[config.mk]
export PLATFORM = sky130hd
export DESIGN_NAME = dual_issue_regfile
export DESIGN_NICKNAME = d
export VERILOG_FILES = /design/src/rtl/dual_issue_regfile_pkg.sv /design/src/rtl/regfile_read_port.sv /design/src/rtl/dual_issue_regfile.sv
export SDC_FILE = /design/constraint.sdc
export NUM_CORES = 2
export LEC_CHECK = 0
export CELL_PAD_IN_SITES_DETAIL_PLACEMENT = 1
export CELL_PAD_IN_SITES_GLOBAL_PLACEMENT = 1
export CORE_UTILIZATION = 40
export CTS_CLUSTER_SIZE = 24
export DETAILED_ROUTE_END_ITERATION = 6
export PLACE_DENSITY = 0.68
export SYNTH_ARGS = -nofsm -noshare
export SYNTH_HDL_FRONTEND = slang
export SYNTH_SLANG_ARGS = --single-unit
[constraint.sdc]
create_clock -name clk -period 3.9 [get_ports clk]
set_input_delay 0.975 -clock clk [delete_from_list [all_inputs] [get_ports clk]]
set_output_delay 0.975 -clock clk [all_outputs]
set_load 0.05 [all_outputs]
[src/rtl/dual_issue_regfile_pkg.sv]
// Shared register-file definitions for the dual-issue pipeline.
package dual_issue_regfile_pkg;

    localparam int REG_DATA_W = 32;
    localparam int REG_ADDR_W = 5;

    typedef logic [REG_ADDR_W-1:0] reg_addr_t;
    typedef logic [REG_DATA_W-1:0] word_t;

    localparam reg_addr_t REG_ZERO = '0;

endpackage

[src/rtl/regfile_read_port.sv]
// One register-file read port with same-cycle WB bypass.
// Priority: r0 reads zero, then the slave (younger) WB write, then the master
// WB write, then the stored entry.
module regfile_read_port
    import dual_issue_regfile_pkg::*;
#(
    parameter int DATA_W = REG_DATA_W,
    parameter int ADDR_W = REG_ADDR_W
) (
    input  logic [ADDR_W-1:0] rdAddr_i,
    input  logic              masterWbEn_i,
    input  logic [ADDR_W-1:0] masterWbAddr_i,
    input  logic [DATA_W-1:0] masterWbData_i,
    input  logic              slaveWbEn_i,
    input  logic [ADDR_W-1:0] slaveWbAddr_i,
    input  logic [DATA_W-1:0] slaveWbData_i,
    input  logic [DATA_W-1:0] storedData_i,
    output logic [DATA_W-1:0] rdData_o
);

    // Select the freshest value for this address, younger writer first.
    always_comb begin
        rdData_o = storedData_i;
        if (rdAddr_i == ADDR_W'(REG_ZERO)) begin
            rdData_o = '0;
        end else if (slaveWbEn_i && (slaveWbAddr_i == rdAddr_i)) begin
            rdData_o = slaveWbData_i;
        end else if (masterWbEn_i && (masterWbAddr_i == rdAddr_i)) begin
            rdData_o = masterWbData_i;
        end
    end

endmodule

[src/rtl/dual_issue_regfile.sv]
// 32 x 32 general-purpose register file: four bypassed read ports, two write
// ports. r0 has no storage and always reads zero. When both writers target
// the same register in one cycle the slave (younger instruction) wins.
module dual_issue_regfile
    import dual_issue_regfile_pkg::*;
#(
    parameter int DATA_W = REG_DATA_W,
    parameter int ADDR_W = REG_ADDR_W
) (
    input  logic              clk,
    input  logic              rst_n,
    input  logic              master_wb_reg_en,
    input  logic [ADDR_W-1:0] master_wb_addr,
    input  logic [DATA_W-1:0] master_wb_data,
    input  logic              slave_wb_reg_en,
    input  logic [ADDR_W-1:0] slave_wb_addr,
    input  logic [DATA_W-1:0] slave_wb_data,
    input  logic [ADDR_W-1:0] master_rs_addr,
    input  logic [ADDR_W-1:0] master_rt_addr,
    input  logic [ADDR_W-1:0] slave_rs_addr,
    input  logic [ADDR_W-1:0] slave_rt_addr,
    output logic [DATA_W-1:0] master_rs_data,
    output logic [DATA_W-1:0] master_rt_data,
    output logic [DATA_W-1:0] slave_rs_data,
    output logic [DATA_W-1:0] slave_rt_data
);

    localparam int DEPTH = 2 ** ADDR_W;

    logic [DATA_W-1:0] regs_q [1:DEPTH-1];
    logic [DATA_W-1:0] regs_d [1:DEPTH-1];
    logic [DATA_W-1:0] regView [0:DEPTH-1];

    logic [ADDR_W-1:0] rdAddr [4];
    logic [DATA_W-1:0] rdData [4];

    // Next-state of the array: master write first so a colliding slave write overrides it.
    always_comb begin
        regs_d = regs_q;
        if (master_wb_reg_en && (master_wb_addr != ADDR_W'(REG_ZERO))) begin
            regs_d[master_wb_addr] = master_wb_data;
        end
        if (slave_wb_reg_en && (slave_wb_addr != ADDR_W'(REG_ZERO))) begin
            regs_d[slave_wb_addr] = slave_wb_data;
        end
    end

    // Storage update; reset clears every stored entry and ignores both writers.
    always_ff @(posedge clk) begin
        if (!rst_n) begin
            for (int i = 1; i < DEPTH; i++) begin
                regs_q[i] <= '0;
            end
        end else begin
            regs_q <= regs_d;
        end
    end

    // Full-depth view with a hard-wired zero entry so read ports can index any address.
    assign regView[0] = '0;
    for (genvar g = 1; g < DEPTH; g++) begin : gen_view
        assign regView[g] = regs_q[g];
    end

    assign rdAddr[0] = master_rs_addr;
    assign rdAddr[1] = master_rt_addr;
    assign rdAddr[2] = slave_rs_addr;
    assign rdAddr[3] = slave_rt_addr;

    for (genvar p = 0; p < 4; p++) begin : gen_rd
        regfile_read_port #(
            .DATA_W(DATA_W),
            .ADDR_W(ADDR_W)
        ) u_read_port (
            .rdAddr_i      (rdAddr[p]),
            .masterWbEn_i  (master_wb_reg_en),
            .masterWbAddr_i(master_wb_addr),
            .masterWbData_i(master_wb_data),
            .slaveWbEn_i   (slave_wb_reg_en),
            .slaveWbAddr_i (slave_wb_addr),
            .slaveWbData_i (slave_wb_data),
            .storedData_i  (regView[rdAddr[p]]),
            .rdData_o      (rdData[p])
        );
    end

    assign master_rs_data = rdData[0];
    assign master_rt_data = rdData[1];
    assign slave_rs_data  = rdData[2];
    assign slave_rt_data  = rdData[3];

endmodule

Word-level counts from Yosys, hierarchy flattened
Cells that the tools add are included.

Order comparisons: 8. Equality and inequality tests: 8. Multiplexer cells: 32. Bitwise gates (word level): 6. Reductions and logical operators: 18.

Operators by type and width (count): $bwmux 992 (2); $mux 992 (2); $mux 32 (22); $bmux 32 s5 (4); $demux 32 s5 (2); $eq 5x5->1 (8); $ge 6x6->1 const B (6); $not 5->6 (6); $logic_not 5->1 (4); $logic_and 1x1->1 (12); $lt 6x1->1 const B (2); $reduce_bool 5->1 (2).

Register bits after elaboration: 992. Input port bits: 98. Output and inout bits: 128.

Logic depth before layout (Yosys ltp)
Depth in word-level cells: 9. Mapped depth: 11. Depth with buffers taken out: 6.

Modules after synthesis
Synthesis repeated with hierarchy kept, for this count alone.

Cells, all modules: 8905. Area, all modules: 81750.9 um2.

Modules (own cells, without submodules): dual_issue_regfile (instances 1, cells an instance 8121, area each 76736.1 um2, sequential area each 19859.0 um2); regfile_read_port (instances 4, cells an instance 196, area each 1253.7 um2, sequential area each 0.0 um2).

Worst setup path after synthesis
Ideal clock, no wire load.

Path type: input port to output port. Start point: in slave_rs_addr[1]. End point: out slave_rs_data[12]. Arrival: 3.476 ns. Slack: -0.551 ns. Stages on the path: 10. Path through: buf_4 -> buf_4 -> buf_4 -> buf_4 -> mux2i_1 -> a22oi_1 -> o211ai_1 -> a2111oi_0 -> a31oi_1 -> o21ai_0.

Word-level cells in the longest chain between the ends: 7.

RTL lines: start: declaration (RTL line dual_issue_regfile.sv:20) `input logic [ADDR_W-1:0] slave_rs_addr,`; $not 5->6 (implied by the code) (RTL line dual_issue_regfile.sv:82) `.storedData_i (regView[rdAddr[p]]),`; $bmux 32 s5 (RTL line dual_issue_regfile.sv:82); $mux 32 (implied by the code) (2 in a row) (RTL line dual_issue_regfile.sv:82); $mux 32 (RTL line regfile_read_port.sv:28) `end else if (masterWbEn_i && (masterWbAddr_i == rdAddr_i)) begin`; $mux 32 (RTL line regfile_read_port.sv:26) `end else if (slaveWbEn_i && (slaveWbAddr_i == rdAddr_i)) begin`; $mux 32 (*) (RTL line regfile_read_port.sv:24) `if (rdAddr_i == ADDR_W'(REG_ZERO)) begin`; end: declaration (RTL line dual_issue_regfile.sv:24) `output logic [DATA_W-1:0] slave_rs_data,`.

Mark *: on every way between the ends. The rest lies on a longest branch, timed or not. The select of a mux whose other input is x is not followed.

Worst setup path in the final report
Start point: in master_rt_addr[1]. End point: out master_rt_data[18].

Word-level cells in the longest chain between the ends: 7.

RTL lines: start: declaration (RTL line dual_issue_regfile.sv:19) `input logic [ADDR_W-1:0] master_rt_addr,`; $not 5->6 (implied by the code) (RTL line dual_issue_regfile.sv:82); $bmux 32 s5 (RTL line dual_issue_regfile.sv:82); $mux 32 (implied by the code) (2 in a row) (RTL line dual_issue_regfile.sv:82); $mux 32 (RTL line regfile_read_port.sv:28); $mux 32 (RTL line regfile_read_port.sv:26); $mux 32 (*) (RTL line regfile_read_port.sv:24); end: declaration (RTL line dual_issue_regfile.sv:23) `output logic [DATA_W-1:0] master_rt_data,`.

Marks and branches as above.

==> out/metrics.cfg <==
[run_status]
status=complete, but fails checks
violations=DRC, setup timing

[clocking]
cts_tree=built
cts_buffers=133
cts.sinks=992
clkLatencyLatePin_ns=0.87
cts_hold_buf=0
cts_root_buf=clkbuf_16
clkSlewWorstSetupHoldPaths_ns=0.06
cts.path.max_buffers=3
htree_levels=4

[final_layout]
largest_reg_flops=992
fin_nets=9548
layout-drive-gt1-share_pct=35.8
syn_to_final_growth_pct=39.4
num-fill-cells=20908
final_area_sq_mm=0.114

[floorplan]
rows=165
initial_core_util_pct=40.3
pin_count=226
die_w_um=454
die-area_sq_mm=0.206
die_y_um=454
core_area_sq_mm=0.203

[yosys]
ys_seq_elements=992
syn-num-nets=8710
synth.avg_cell_area_sq_um=9.49
synth_top_area_share_pct=24.3
synth_edf_count=0
ys_seq_area_share_pct=24.3
yosys_warnings=0
yosys.area.top_type=dfxtp_1
ys_async_sr_fraction_pct=0
synth_common_cells=1780 x mux2i_1, 1060 x nand2_1, 992 x dfxtp_1, 992 x o211a_1, 745 x clkbuf_1
synth_area_leaders=dfxtp_1 24%, mux2i_1 22%, o211a_1 12%, mux4_2 12%, nand2_1 4.9%
yosysMostFrequentCell=mux2i_1
synthCells=8612
dominantRegCellSynth=dfxtp_1
netlist-cell-type-count=64
synth_area_sq_mm=0.0817

[critical_path]
crit_path_top_delay_cell=a211oi_4
critPathMaxFanout=6
path_cells=buf_12, buf_16, buf_16, buf_4, mux2_2, a221oi_1, nor3_2, a211oi_4, nor4_4, a221o_1, buf_12
path_class=in -> out
cp_num_buf_inv=5
crit_path_end_kind=output pin
critPathRequiredTime_ns=2.92
slowest_delay_ns=0.65
crit_family=compound AO/OA/AOI/OAI gates
worstPathArrival_ns=3.86
cp-start-kind=input pin

[routing]
drcViolationCount=11
drt-total-wl_mm=552
viasPerCell=7.74
drt_pass1_iterations=7
drtIter0Drc=15039
ant_nets=0
num_vias=94801
wl_per_cell_um=45.1

[global_routing]
antenna_found_initial=32
grt_max_degree=120
grt-ovfl-total=0
grt_usage_pct=50.6
grt_pass1_vias=92586
grt_pass1_wl_mm=738

[sta]
slew_headroom_pct=23.2
min_period_ns=4.83
finalCritPeriodShare_pct=124
worst_pin_slew_ns=1.14
finalClockSkew_ns=0
final-hold-violation-count=0
worst_slack_ns=-0.931
slew_viol_final=0
setup_viol=128
timing.hold.ws_ns=0.566
rsz0062_at_grt=true
fmax_mhz=207

[place]
port_buffers=225
hpwlAfterDp_mm=335
gp_congestion=1.03
dpl_cell_area_sq_mm=0.0977

[pwr]
ir_drop_mv=0.550
p_per_area_mw_per_mm2=296
leakage_nw=57.8

[worst_hold_path]
worstHoldPathType=in -> reg

[run]
max_cap_violations=0

==> layout by cell type, fill, tap and decap left out, types with 32 or more instances in the layout <==
cell             instances
nor2b_1                 81
buf_6                  183
nand2_1               1015
a221oi_1                48
a211oi_4                57
a211oi_2                51
mux2_2                 172
nor3_1                 181
buf_4                  979
nand2_4                 34
mux2i_1               1772
buf_12                 493
nor4_4                  89
o22ai_1                360
a22oi_1                 65
nor2_1                  40
nand3_1                182
a221o_1                110
nor4_2                  32
o211ai_1                86
o22ai_2                 36
buf_16                  86
nor2b_2                 32
clkdlybuf4s50_1         64
dfxtp_1                992
clkbuf_16              150
nor3_2                 117
mux4_2                 418
mux2_4                  68
o211a_1                992
buf_8                   53
a221oi_2                56
==> layout make-up <==
class,instances,area [sq um],share of cell area [%]
multi-input cells,6430,62500,54.9
clock inverters,52,592,0.520
well taps,2672,3340,2.93
flip-flops and latches,992,19900,17.4
clock buffers,182,3820,3.35
repair buffers,1887,23700,20.8
inverters,6,22.5,0.0198
diodes,25,62.6,0.0549
==> path summary, 6_finish.rpt <==
| kind | start | to | slack [ns] | cells past startpoint |
|---|---|---|---|---|
| setup reg to reg | regView[939] | regView[939] | 2.83 | 3 |
| setup / recovery | master_rt_addr[1] | master_rt_data[18] | -0.93 | 11 |
| hold reg to reg | regView[663] | regView[663] | 0.65 | 3 |
| hold / removal | rst_n | regView[658] | 0.57 | 2 |
==> routing by layer <==
metal	track usage, %	vias to the layer above	wire (um)
met5	0.326	-	299
li1	-	35093	-
met3	20.7	3368	80700
met1	57.7	47347	185000
met2	69.5	8964	218000
met4	51.1	29	67900
==> per-stage QoR <==
step	util, %	power, mW	setup TNS [ns]	std cells	setup WS, ns
2_1_floorplan	-	14.5	-2.38	8612	-0.178
3_3_place_gp	48.2	18.5	-130.33	11612	-2.27
3_5_place_dp	48.2	18.6	-126.18	11614	-1.40
4_1_cts	54.6	32.6	-38.18	12098	-0.456
5_1_grt	56.2	34.0	-57.05	12225	-0.854
6_report	56.2	33.7	-57.91	12246	-0.931
==> power breakdown <==
group | switching, mW | internal, mW
Clock | 5.66 | 7.52
Sequential | 0.317 | 10.3
Combinational | 5.80 | 4.10
Total | 11.8 | 22.0
==> cells by family after synthesis <==
family,Yosys count,share of synthesized area (%)
XOR/XNOR,40,0.429
buffers and inverters,1191,6.41
AND/OR/NAND/NOR,1963,10.9
AO/OA/AOI/OAI,1988,21.3
multiplexers,2438,36.6
flip-flops,992,24.3
==> what timing repair did <==
item | in CTS | in global routing
setup buffers | 231 | 158
endpoints found under the hold margin | 0 | 0
resized for setup | 1021 | 427
cloned | 56 | 13
pin swaps | 230 | 209
endpoints found under the setup margin | 128 | 128
Note: power is estimated with default switching activity, not from simulation.
